==> src/rtl/ring_link_arbiter.sv <==
// Three-way round-robin arbiter for a ring node's outbound link: single-entry
// per-source buffers, a registered valid/ready output stage, and looped-flit discard.
module ring_link_arbiter #(
  parameter int                          NODE_IP_BITWIDTH = 3,
  parameter logic [NODE_IP_BITWIDTH-1:0] NODE_IP          = '0,
  parameter int                          DATA_WIDTH       = 32
) (
  input  logic                      clk,
  input  logic                      reset_n,
  input  logic [2:0]                in_valid,
  input  logic [3*DATA_WIDTH-1:0]   in_data,
  output logic [2:0]                in_ready,
  output logic                      out_valid,
  output logic [DATA_WIDTH-1:0]     out_data,
  output logic [1:0]                out_src,
  input  logic                      out_ready,
  output logic [7:0]                drop_count
);

  localparam int ORIG_LSB = DATA_WIDTH - 2*NODE_IP_BITWIDTH;

  function automatic logic [1:0] next_idx(input logic [1:0] x);
    return (x == 2'd2) ? 2'd0 : x + 2'd1;
  endfunction

  function automatic logic [7:0] sat_add(input logic [7:0] a, input logic [1:0] n);
    logic [8:0] s;
    s = {1'b0, a} + {7'd0, n};
    return (s > 9'd255) ? 8'hFF : s[7:0];
  endfunction

  logic [2:0]            buf_full_p0;
  logic [DATA_WIDTH-1:0] buf_data_p0 [3];
  logic [2:0]            rdy_p0;
  logic                  vld_p1;
  logic [DATA_WIDTH-1:0] data_p1;
  logic [1:0]            src_p1;
  logic [1:0]            last_grant;
  logic [7:0]            drop_cnt;

  logic [DATA_WIDTH-1:0] flit [3];
  logic [2:0]            accept;
  logic [2:0]            discard;
  logic [2:0]            store;
  logic [2:0]            grant;
  logic [2:0]            buf_full_nxt;
  logic [1:0]            win;
  logic [1:0]            drop_inc;
  logic                  any_full;
  logic                  stage_free;

  // Input side: accept, loop discard, buffer occupancy
  always_comb begin
    for (int i = 0; i < 3; i++) begin
      flit[i] = in_data[i*DATA_WIDTH +: DATA_WIDTH];
    end
    accept  = in_valid & rdy_p0;
    discard = 3'b000;
    for (int i = 1; i < 3; i++) begin
      discard[i] = accept[i] & (flit[i][ORIG_LSB +: NODE_IP_BITWIDTH] == NODE_IP);
    end
    store    = accept & ~discard;
    drop_inc = {1'b0, discard[1]} + {1'b0, discard[2]};
  end

  // Round-robin pick starting just after the previous winner
  always_comb begin
    logic [1:0] idx;
    win      = last_grant;
    any_full = 1'b0;
    idx      = next_idx(last_grant);
    for (int k = 0; k < 3; k++) begin
      if (!any_full && buf_full_p0[idx]) begin
        any_full = 1'b1;
        win      = idx;
      end
      idx = next_idx(idx);
    end
    stage_free   = ~vld_p1 | out_ready;
    grant        = (stage_free && any_full) ? (3'b001 << win) : 3'b000;
    buf_full_nxt = (buf_full_p0 & ~grant) | store;
  end

  always_ff @(posedge clk or negedge reset_n) begin
    if (!reset_n) begin
      buf_full_p0 <= 3'b000;
      rdy_p0      <= 3'b000;
      vld_p1      <= 1'b0;
      data_p1     <= '0;
      src_p1      <= 2'd0;
      last_grant  <= 2'd2;
      drop_cnt    <= 8'd0;
      for (int i = 0; i < 3; i++) begin
        buf_data_p0[i] <= '0;
      end
    end else begin
      buf_full_p0 <= buf_full_nxt;
      // Ready is the registered complement of next occupancy: no path from out_ready
      rdy_p0      <= ~buf_full_nxt;
      for (int i = 0; i < 3; i++) begin
        if (store[i]) buf_data_p0[i] <= flit[i];
      end
      // Output stage
      if (stage_free) begin
        if (any_full) begin
          vld_p1     <= 1'b1;
          data_p1    <= buf_data_p0[win];
          src_p1     <= win;
          last_grant <= win;
        end else begin
          vld_p1 <= 1'b0;
        end
      end
      drop_cnt <= sat_add(drop_cnt, drop_inc);
    end
  end

  assign in_ready   = rdy_p0;
  assign out_valid  = vld_p1;
  assign out_data   = data_p1;
  assign out_src    = src_p1;
  assign drop_count = drop_cnt;

endmodule

==> config.mk <==
export PLATFORM = sky130hd
export DESIGN_NAME = ring_link_arbiter
export DESIGN_NICKNAME = d
export VERILOG_FILES = /design/src/rtl/ring_link_arbiter.sv
export SDC_FILE = /design/constraint.sdc
export NUM_CORES = 1
export LEC_CHECK = 0
export CORE_MARGIN = 2
export CORE_UTILIZATION = 30
export DETAILED_ROUTE_END_ITERATION = 12
export MAX_ROUTING_LAYER = met4
export SKIP_CTS_REPAIR_TIMING = 1
export SYNTH_ARGS = -nofsm -noshare
export SYNTH_HDL_FRONTEND = slang
export SYNTH_SLANG_ARGS = --single-unit
==> constraint.sdc <==
create_clock -name clk -period 2.1 [get_ports clk]
set_input_delay 0.315 -clock clk [delete_from_list [all_inputs] [get_ports clk]]
set_output_delay 0.315 -clock clk [all_outputs]
set_load 0.02 [all_outputs]
* Word-level counts from Yosys, hierarchy flattened
Cells that the tools add are included.
W data, S select, Z words.
** Storage, ports and cells
- Register bits :: 147
- Input port bits :: 102
- Output and inout bits :: 46
- Word-level logic and storage cells :: 65
** Operators by class
- Add/subtract/negate cells :: 5
- $lt $le $gt $ge :: 5
- Eq/ne operators :: 3
- Shifts and indexed selects :: 1
- Muxes and demuxes :: 21
- Bitwise logic cells :: 12
- Reductions and logical operators :: 8
** Operator list (number)
- $bmux W32 S2 :: 1
- $mux W32 :: 2
- $mux W2 :: 6
- $add A8 B2 Y9 :: 1
- $and A3 B3 Y3 :: 3
- $gt A9 B8 Y1 const B :: 1
- $lt A2 B3 Y1 const B :: 3
- $not A3 Y3 :: 3
- $mux W8 :: 1
- $mux W1 :: 7
- $add A2 B1 Y2 const B :: 3
- $bmux W1 S2 :: 3
- $eq A2 B2 Y1 const B :: 3
- $logic_not A3 Y1 :: 2
- $ge A3 B3 Y1 const B :: 1
- $logic_and A1 B1 Y1 :: 3
- $mux W3 :: 1
- $not A2 Y3 :: 1
- $or A3 B3 Y3 :: 1
- $shl A1 B2 Y3 const A :: 1
- $add A1 B1 Y2 :: 1
- $and A1 B1 Y1 :: 2
- $logic_not A1 Y1 :: 2
- $reduce_and A2 Y1 :: 1
- 2 further kinds :: 2

* Longest topological paths before layout
- Depth in word-level cells :: 17
- Mapped depth :: 9

* Least setup slack after synthesis
Ideal clock, no wire load.
- Path kind :: input to register
- Start point :: input port in_data[59]
- End point :: register drop_cnt[1] (netlist: drop_count[1])
- Library setup time :: 0.067 ns
- Data arrival time :: 1.901 ns
- Slack :: 0.132 ns
- Stages :: 9
- Cell sequence :: nor3_1 > nand3_1 > fa_1 > inv_1 > ha_1 > and3_1 > nand2_1 > or2_2 > nand2b_1
** On the way
- Cells in the longest elaborated chain, start to end :: 6
** Ends and longest elaborated chain
- start: declaration :: RTL line 11 : input logic [3*DATA_WIDTH-1:0] in_data,
- $logic_not A3 Y1 (*) :: RTL line 60 : discard[i] = accept[i] & (flit[i][ORIG_LSB +: NODE_IP_BITWIDTH] == NODE_IP);
- $and A1 B1 Y1 (*) :: RTL line 60
- $add A1 B1 Y2 (*) :: RTL line 63 : drop_inc = {1'b0, discard[1]} + {1'b0, discard[2]};
- $add A8 B2 Y9 (*) :: RTL line 28 : s = {1'b0, a} + {7'd0, n};
- $gt A9 B8 Y1 :: RTL line 29 : return (s > 9'd255) ? 8'hFF : s[7:0];
- $mux W8 (*) :: RTL line 29
- end signal: assignment :: RTL line 114 : drop_cnt <= sat_add(drop_cnt, drop_inc);
- end: declaration :: RTL line 39 : logic [7:0] drop_cnt;
Every way passes the cells marked *; elsewhere a longest branch is shown, timed or not.
A chain may end at the register's enable or synchronous reset.

* Worst setup path after layout
- Start point :: input port in_data[60]
- End point :: register drop_cnt[1] (netlist: drop_count[1])
Same word-level chain as after synthesis.

==> qor.yml <==
power_and_ir_drop:
  power.switching_mw: 5.99
  power.ir.vdd_worst_uv: 706
  power_per_cell_area_mw_per_mm2: 1570
  switching_fraction_pct: 38.7
  clkPwrFrac_pct: 19.6
  p_leak_nw: 3.82
  internal-power_mw: 9.49
  combinationalPowerShare_pct: 46.2
  total_power_mw: 15.5
  pwr-share-seq_pct: 34.2
synth:
  ys_warn_count: 0
  synth_area_per_cell_um2: 11.4
  synth_cell_types: 42
  syn-instance-count: 631
  sequential_to_total_area_share_from_yosys_stat_pct: 50.8
  synth_mux_area_share_pct: 14.4
  area_fraction_in_and_or_nand_and_nor_cells_after_synthesis_pct: 10.5
  synth_xor_xnor_area_share_pct: 0.244
  post_synth_instance_area_mm2: 0.00719
  synth.largest_area_cell: "sky130_fd_sc_hd__dfrtp_1"
  synth_enable_flop_cells: 0
  synth.top_cells.by_area: "sky130_fd_sc_hd__dfrtp_1, sky130_fd_sc_hd__mux2_2, sky130_fd_sc_hd__o211ai_1, sky130_fd_sc_hd__a211oi_1, sky130_fd_sc_hd__o311ai_0"
  synthesis.nets: 735
  synth-adder-area-share_pct: 0.452
  synth_largest_type_area_fraction_pct: 50.5
  postSynth.asyncResetShare_pct: 100
  synth-main-ff-cell: "sky130_fd_sc_hd__dfrtp_1"
  synth_top_family_by_area: "compound AO/OA/AOI/OAI gates"
  synth_seq_cells: 146
  synthTopCellsByCount: "sky130_fd_sc_hd__dfrtp_1, sky130_fd_sc_hd__mux2_2, sky130_fd_sc_hd__o211ai_1"
  post-synth-top-count-cell: "sky130_fd_sc_hd__dfrtp_1"
  synth-compound-area-share_pct: 18.8
setup_path:
  critPathCaptureType: "flop"
  critPathLaunch: "in_data[60]"
  reg2reg_from: "in_ready[1]$_DFF_PN0_"
  critical_path.startpoint_type: "input port"
  classification_of_the_worst_setup_path: "input port to flop"
  critical_path.max_fanout: 4
  critical-path-max-stage-delay_ns: 0.44
  path_cells: "clkdlybuf4s50_1 > nor3_2 > nand3_2 > fa_2 > inv_1 > ha_1 > and3_1 > nand2_1 > or2_2 > nand2b_1"
  arrival_time_worst_endpoint_ns: 2.32
  critical-path-slowest-cell: "sky130_fd_sc_hd__clkdlybuf4s50_1"
  worst_ep_required_time_ns: 2.45
routing:
  ant_nets: 0
  wl_per_cell_um: 19.5
  via_count_normalized_by_instance_count: 5.17
  detail_route.wirelength_um: 21700
  detailroute.via_count: 5760
  detail_route.drc_violations: 0
  drt_pre_antenna_iters: 4
  first_iter_violations: 375
placement:
  gp_congestion: 0.799
  post_dp_cell_area_mm2: 0.00920
  io_buffer_count: 147
  dp_hpwl_um: 14500
job:
  timing.max_cap.violations: 0
hold_path:
  worst_min_delay_path_category: "input port to asynchronous set/reset pin"
global_routing:
  via_count_of_the_first_global_routing_pass: 5983
  global_route_overflow: 0
  groute.usage.overall_pct: 18.0
  grt_max_degree: 68
  global_route_wire_length_before_repair_um: 34300
  antenna_found_initial: 1
floorplan:
  rows: 56
  start_util_pct: 30.6
  die_area_mm2: 0.0252
  die-width_um: 159
  top_level_ports: 148
  core_region_area_mm2: 0.0235
  floorplan.die.height_um: 159
timing:
  timing_max_transition_violations_final: 0
  skew_ns: 0.00822
  final_hold_viol_count: 0
  tightest_slew_ns: 0.937
  clock.fmax_ghz: 0.508
  finalSetupViolCount: 0
  timing.max_slew.rel_slack_pct: 37.5
  grt_setup_unrepaired: "false"
  post-route-min-period_ns: 1.97
  timing.final.crit_share_pct: 93.8
finish:
  areaGrowthSynthToFinish_pct: 36.7
  n_fill_cell: 2254
  multi_input_logic_area_mm2: 0.00326
  seqCellArea_mm2: 0.00365
  drive_gt1_share_pct: 23.3
  postLayoutCellArea_mm2: 0.00983
  fin_nets: 885
run_status:
  outcome: "finished, final reports clean"
clock_network:
  h-tree-depth: 4
  insertion_delay_ns: 0.42
  clock_sink_count: 146
  ctsLongestPathBuffers: 2
  clkTransAtPathRegs_ns: 0.06
  tritoncts_clock_tree: "done"
  tritoncts.num_buffers: 17
  clock-root-buffer: "sky130_fd_sc_hd__clkbuf_16"
## final cells by class
class	count	area share, %
antenna	1	0.0255
multi-input combinational	421	33.2
clock buffer	20	4.65
clock inverter	12	1.36
inverter	4	0.153
tap	319	4.06
sequential	146	37.2
timing repair buffer	191	19.4
## critical path: cells and delay by family
| family | cells | cell delay, ns |
|---|---|---|
| and+or+nand+nor | 6 | 0.99 |
| adders and majority gates | 2 | 0.52 |
| buffers and inverters | 2 | 0.50 |
## stage by stage
stage | utilization, % | setup slack (ns) | instances | setup TNS (ns) | hold WS [ns]
2_1_floorplan | - | 0.132 | 631 | 0 | 0.0194
3_3_place_gp | 39.2 | -0.382 | 1079 | -2.59 | 0.318
3_5_place_dp | 39.2 | -0.412 | 1079 | -2.85 | 0.324
4_1_cts | 41.7 | 0.0343 | 1111 | 0 | -0.123
5_1_grt | 41.9 | 0.0106 | 1114 | 0 | 0.476
6_report | 41.9 | 0.131 | 1114 | 0 | 0.427
## power by group through the flow
stage / combinational [mW] / sequential [mW] / clock (mW)
after floorplan: 4.26 / 5.41 / 0
after global placement: 7.03 / 5.27 / 0
after detailed placement: 7.13 / 5.31 / 0
after CTS: 7.17 / 5.28 / 3.10
after global routing: 7.80 / 5.49 / 3.23
final: 7.15 / 5.30 / 3.03
## final timing paths
| check | to | slack [ns] | cells after the start |
|---|---|---|---|
| worst min register to register | out_data[11]$_DFFE_PN0P_ | 0.50 | 2 |
| min in group clk | out_data[11]$_DFFE_PN0P_ | 0.50 | 2 |
| worst max-delay path | drop_count[1]$_DFF_PN0_ | 0.13 | 10 |
| max in group asynchronous | last_grant[1]$_DFFE_PN1P_ | 0.96 | 3 |
| worst min-delay path | buf_data_p0[67]$_DFFE_PN0P_ | 0.43 | 2 |
| worst max register to register | drop_count[1]$_DFF_PN0_ | 0.20 | 8 |
## logic make-up after synthesis
family,after synthesis
adder cells (fa/ha/maj),2
XOR/XNOR,2
flip-flops,146
AND/OR/NAND/NOR,140
multiplexers,92
buffers and inverters,65
AO/OA/AOI/OAI,184
## layout by cell type, fill, tap and decap left out, types with 2 or more instances in the layout
cell,count
sky130_fd_sc_hd__nand3_1,4
sky130_fd_sc_hd__o311ai_1,5
sky130_fd_sc_hd__dfrtp_1,145
sky130_fd_sc_hd__bufinv_16,2
sky130_fd_sc_hd__or3_1,32
sky130_fd_sc_hd__mux2_2,92
sky130_fd_sc_hd__buf_4,35
sky130_fd_sc_hd__nand2_1,41
sky130_fd_sc_hd__a32o_1,5
sky130_fd_sc_hd__inv_1,4
sky130_fd_sc_hd__clkinvlp_4,2
sky130_fd_sc_hd__and2_1,4
sky130_fd_sc_hd__clkinv_4,5
sky130_fd_sc_hd__nand3b_1,3
sky130_fd_sc_hd__nor3_2,4
sky130_fd_sc_hd__o21a_1,4
sky130_fd_sc_hd__clkdlybuf4s50_1,146
sky130_fd_sc_hd__buf_12,8
sky130_fd_sc_hd__a21o_1,2
sky130_fd_sc_hd__nand2b_1,36
sky130_fd_sc_hd__a211oi_1,32
sky130_fd_sc_hd__a21oi_1,34
sky130_fd_sc_hd__nor2b_1,3
sky130_fd_sc_hd__o311ai_0,27
sky130_fd_sc_hd__clkbuf_8,2
sky130_fd_sc_hd__clkinv_2,3
sky130_fd_sc_hd__nor2_1,5
sky130_fd_sc_hd__o211ai_1,64
sky130_fd_sc_hd__clkbuf_16,17
sky130_fd_sc_hd__o21ai_0,4
sky130_fd_sc_hd__or2_2,3
## flip-flops by register name, summed over array words and instances, names as in the netlist
register,flops
last_grant,1
drop_count,8
buf_full_p0,3
in_ready,3
buf_data_p0,96
out_src,2
out_valid,1
out_data,32
## routing by layer
layer	up-vias	GRT usage, %	wire length, um
met5	-	-	0
met4	0	4.46	241
met3	15	4.73	1230
met2	187	26.9	9870
met1	2867	24.3	10300
li1	2691	-	-
Note: power is estimated with default switching activity, not from simulation.
==> edit 1 (same flow settings) <==
Change the parameter `NODE_IP_BITWIDTH` from 3 to 5.
--- a/src/rtl/ring_link_arbiter.sv
+++ b/src/rtl/ring_link_arbiter.sv
@@ -1,7 +1,7 @@
 // Three-way round-robin arbiter for a ring node's outbound link: single-entry
 // per-source buffers, a registered valid/ready output stage, and looped-flit discard.
 module ring_link_arbiter #(
-  parameter int                          NODE_IP_BITWIDTH = 3,
+  parameter int                          NODE_IP_BITWIDTH = 5,
   parameter logic [NODE_IP_BITWIDTH-1:0] NODE_IP          = '0,
   parameter int                          DATA_WIDTH       = 32
 ) (
Check against the original RTL: not equivalent (a bounded check fails within 4 cycles, from zero or initial values and one cycle with reset_n low).
==> edit 1 against the original RTL <==
  * Clock power increased by 2%
  * Non-clock buffer count shrank 14
  * Sequential cell count is the same
  * Area after synthesis decreased by 14%
  * Wire length decreased by 21%
  * Via count down 19%
  * Setup slack better by 0.096 ns
  * Power decreased by 11%
  * Design area fell by 11%
  * Worst hold slack got worse by 0.086 ns
==> edit 1: results (changes against the original RTL) <==
status=complete, no violations; Final nets=777 (-12%); Non-clock buffers=177 (-7.3%); XOR/XNOR Fraction of Synth Area=0.00142 (-0.00102); placed cell areas=8110 sq um (-12%); met1 Use GR=0.221 (-0.0222); NonClk Buf Share=0.202 (+0.00822); first-pass GRT wire length=27300 um (-21%); compound-cell area share of the yosys netlist=0.0866 (-0.101); hpwl dp=12100 um (-16%); antenna cell count=0 (-1); mux share of post-synthesis cell area=0.173 (+0.0285); Post-synth top cells=dfrtp_1, mux2_2, nand3_1; share of cells above drive strength 1=0.243 (+0.0104); syn nets=616 (-16%); sequential area share after synthesis=0.591 (+0.0828); Netlist cell types=38 (-9.5%); Worst R2R End=out_data[25]$_DFFE_PN0P_; Placer Congestion=0.875 (+9.6%); Vias/cell=4.89 (-5.4%); met3 wire length=1030 um (-16%); vias in the first global route=4883 (-18%); worst-path maximum fanout=8 (+4); Placement Setup Slack=-0.129 ns (+0.283 ns); min setup slack post-route=0.226 ns (+0.0955 ns); clock skew=0.00973 ns (+0.00151 ns); detailed router's first-iteration violation count=239 (-36%); FF-to-FF Start=last_grant[1]$_DFFE_PN1P_; met3 usage=0.0429 (-0.00438); R2R depth=5 (-3); Critical Path Start=drop_count[6]$_DFF_PN0_; # clk buffers=22 (+10%); measured slew at the worst slew-check pin=0.349 ns (-0.588 ns); area share of fa/ha/maj cells after synthesis=0.00526 (+0.000737); Filler Cell Count=1868 (-17%); peak supply drop=0.866 mV (+23%); placed cell count=923 (-14%); multi-input combinational area share=0.270 (-0.0623); clock network share of area=0.0694 (+0.00934); Area contributors post-synth=dfrtp_1, mux2_2, nand3_1; CP delay by family, top=buffers and inverters; Leak=3.60 nW (-5.8%)
## edit 1: changes by cell type in the layout (fill, tap and decap cells not counted), moves of 32 or more
cell	before	now
or3_1	32	0
a211oi_1	32	0
nor2_1	5	43
a31oi_1	1	36
nand3_1	4	68
o211ai_1	64	0
nand2b_1	36	4
## edit 1: worst min path at each step
stage | endpoint | slack, ns
4_1_cts | drop_count[6]$_DFF_PN0_ | -0.23
6_report | drop_count[6]$_DFF_PN0_ | 0.34
3_3_place_gp | drop_count[2]$_DFF_PN0_ | 0.22
3_5_place_dp | drop_count[6]$_DFF_PN0_ | 0.23
2_1_floorplan | buf_data_p0[0]$_DFFE_PN0P_ | 0.02
5_1_grt | drop_count[6]$_DFF_PN0_ | 0.37
## edit 1: report_power, final
group / total (mW) / switching (mW) / internal, mW
sequential: 5.10 / 0.878 / 4.22
clock: 3.09 / 1.20 / 1.89
combinational: 5.53 / 2.87 / 2.66
total: 13.7 / 4.94 / 8.77
==> edit 2 (same settings) <==
Without the edit above. Put one more register stage on the output `drop_count`, with the module's reset. The value now appears one clock later. The other outputs are not delayed to match.
--- a/src/rtl/ring_link_arbiter.sv
+++ b/src/rtl/ring_link_arbiter.sv
@@ -119,7 +119,13 @@
   assign out_valid  = vld_p1;
   assign out_data   = data_p1;
   assign out_src    = src_p1;
-  assign drop_count = drop_cnt;
+  always_ff @(posedge clk or negedge reset_n) begin
+    if (!reset_n) begin
+      drop_count <= '0;
+    end else begin
+      drop_count <= drop_cnt;
+    end
+  end
 
 endmodule
 
Check against the original RTL: not equivalent (Yosys sat finds a counterexample within 4 cycles, from zero or initial values and one cycle with reset_n low).
==> edit 2 against the original RTL <==
  * Area after synthesis increased by 2.9%
  * Non-clock buffer count down 7
  * Setup slack lost 0.036 ns
  * Sequential cell count grew 8
  * Design area increased by 2.2%
  * Wire length down 0.27%
  * Die area increased by 2.8%
  * Power grew 2.8%
==> edit 2: results (changes against the original RTL) <==
worst-path maximum fanout=32 (+28); share of cells above drive strength 1=0.229 (-0.00378); Reg area=3860 sq um (+5.5%); R2R depth=4 (-4); mux share of post-synthesis cell area=0.140 (-0.00402); Area contributors post-synth=dfrtp_1, mux2_2, o211ai_1; clock network share of area=0.0639 (+0.00381); Netlist cell types=43 (+2.4%); comb_multi_in=420 (-0.24%); switch share=0.378 (-0.00889); vias in the first global route=5846 (-2.3%); DRT Pass-1 Iters=5 (+1); Worst R2R End=out_data[29]$_DFFE_PN0P_; Non-clock buffers=184 (-3.7%); # clk buffers=19 (-5.0%); clock skew=0.00697 ns (-0.00125 ns); Worst EP arrival=2.35 ns (+0.03 ns); initial antenna violation count=0 (-1); Leak=3.90 nW (+2.1%); antenna cell count=0 (-1); Critical-path top delay cell=a21oi_4; largest net degree at the start of global routing=56 (-18%); Placer Congestion=0.755 (-5.5%); syn nets=743 (+1.1%); Vias/cell=5.13 (-0.74%); NonClk Buf Share=0.186 (-0.00816); measured slew at the worst slew-check pin=1.00 ns (+0.0663 ns); Filler Cell Count=2344 (+4.0%); met1 Use GR=0.229 (-0.0142); hpwl dp=14300 um (-1.7%); area share of fa/ha/maj cells after synthesis=0.00440 (-0.000126); sequential area share after synthesis=0.521 (+0.0129); Sink Count=154 (+5.5%); peak supply drop=0.654 mV (-7.4%); global-route usage over all layers=0.174 (-0.00569); status=complete, no violations; M1 WL=9990 um (-3.5%); flop2flop setup slack=0.09 ns (-0.11 ns)
[edit 2: changes by cell type after synthesis, sizes merged]
cell / change
dfrtp: +8
[edit 2: critical path: cells and delay by family, from the launching register on]
family          cells  cell delay (ns)
flops               1             0.41
simple gates        1             0.20
compound gates      3             1.31
[edit 2: per-stage QoR]
| step | utilization | setup slack [ns] | instance area [sq um] | hold WS (ns) | power [mW] |
|---|---|---|---|---|---|
| after floorplan | - | 0.141 | 7400 | 0.0194 | 9.88 |
| after global placement | 0.386 | -0.426 | 9370 | 0.253 | 12.5 |
| after detailed placement | 0.386 | -0.495 | 9370 | 0.255 | 12.6 |
| after CTS | 0.413 | -0.0353 | 10000 | -0.206 | 16.1 |
| after global routing | 0.414 | 0.00344 | 10000 | 0.387 | 16.9 |
| final | 0.414 | 0.0945 | 10000 | 0.370 | 15.9 |
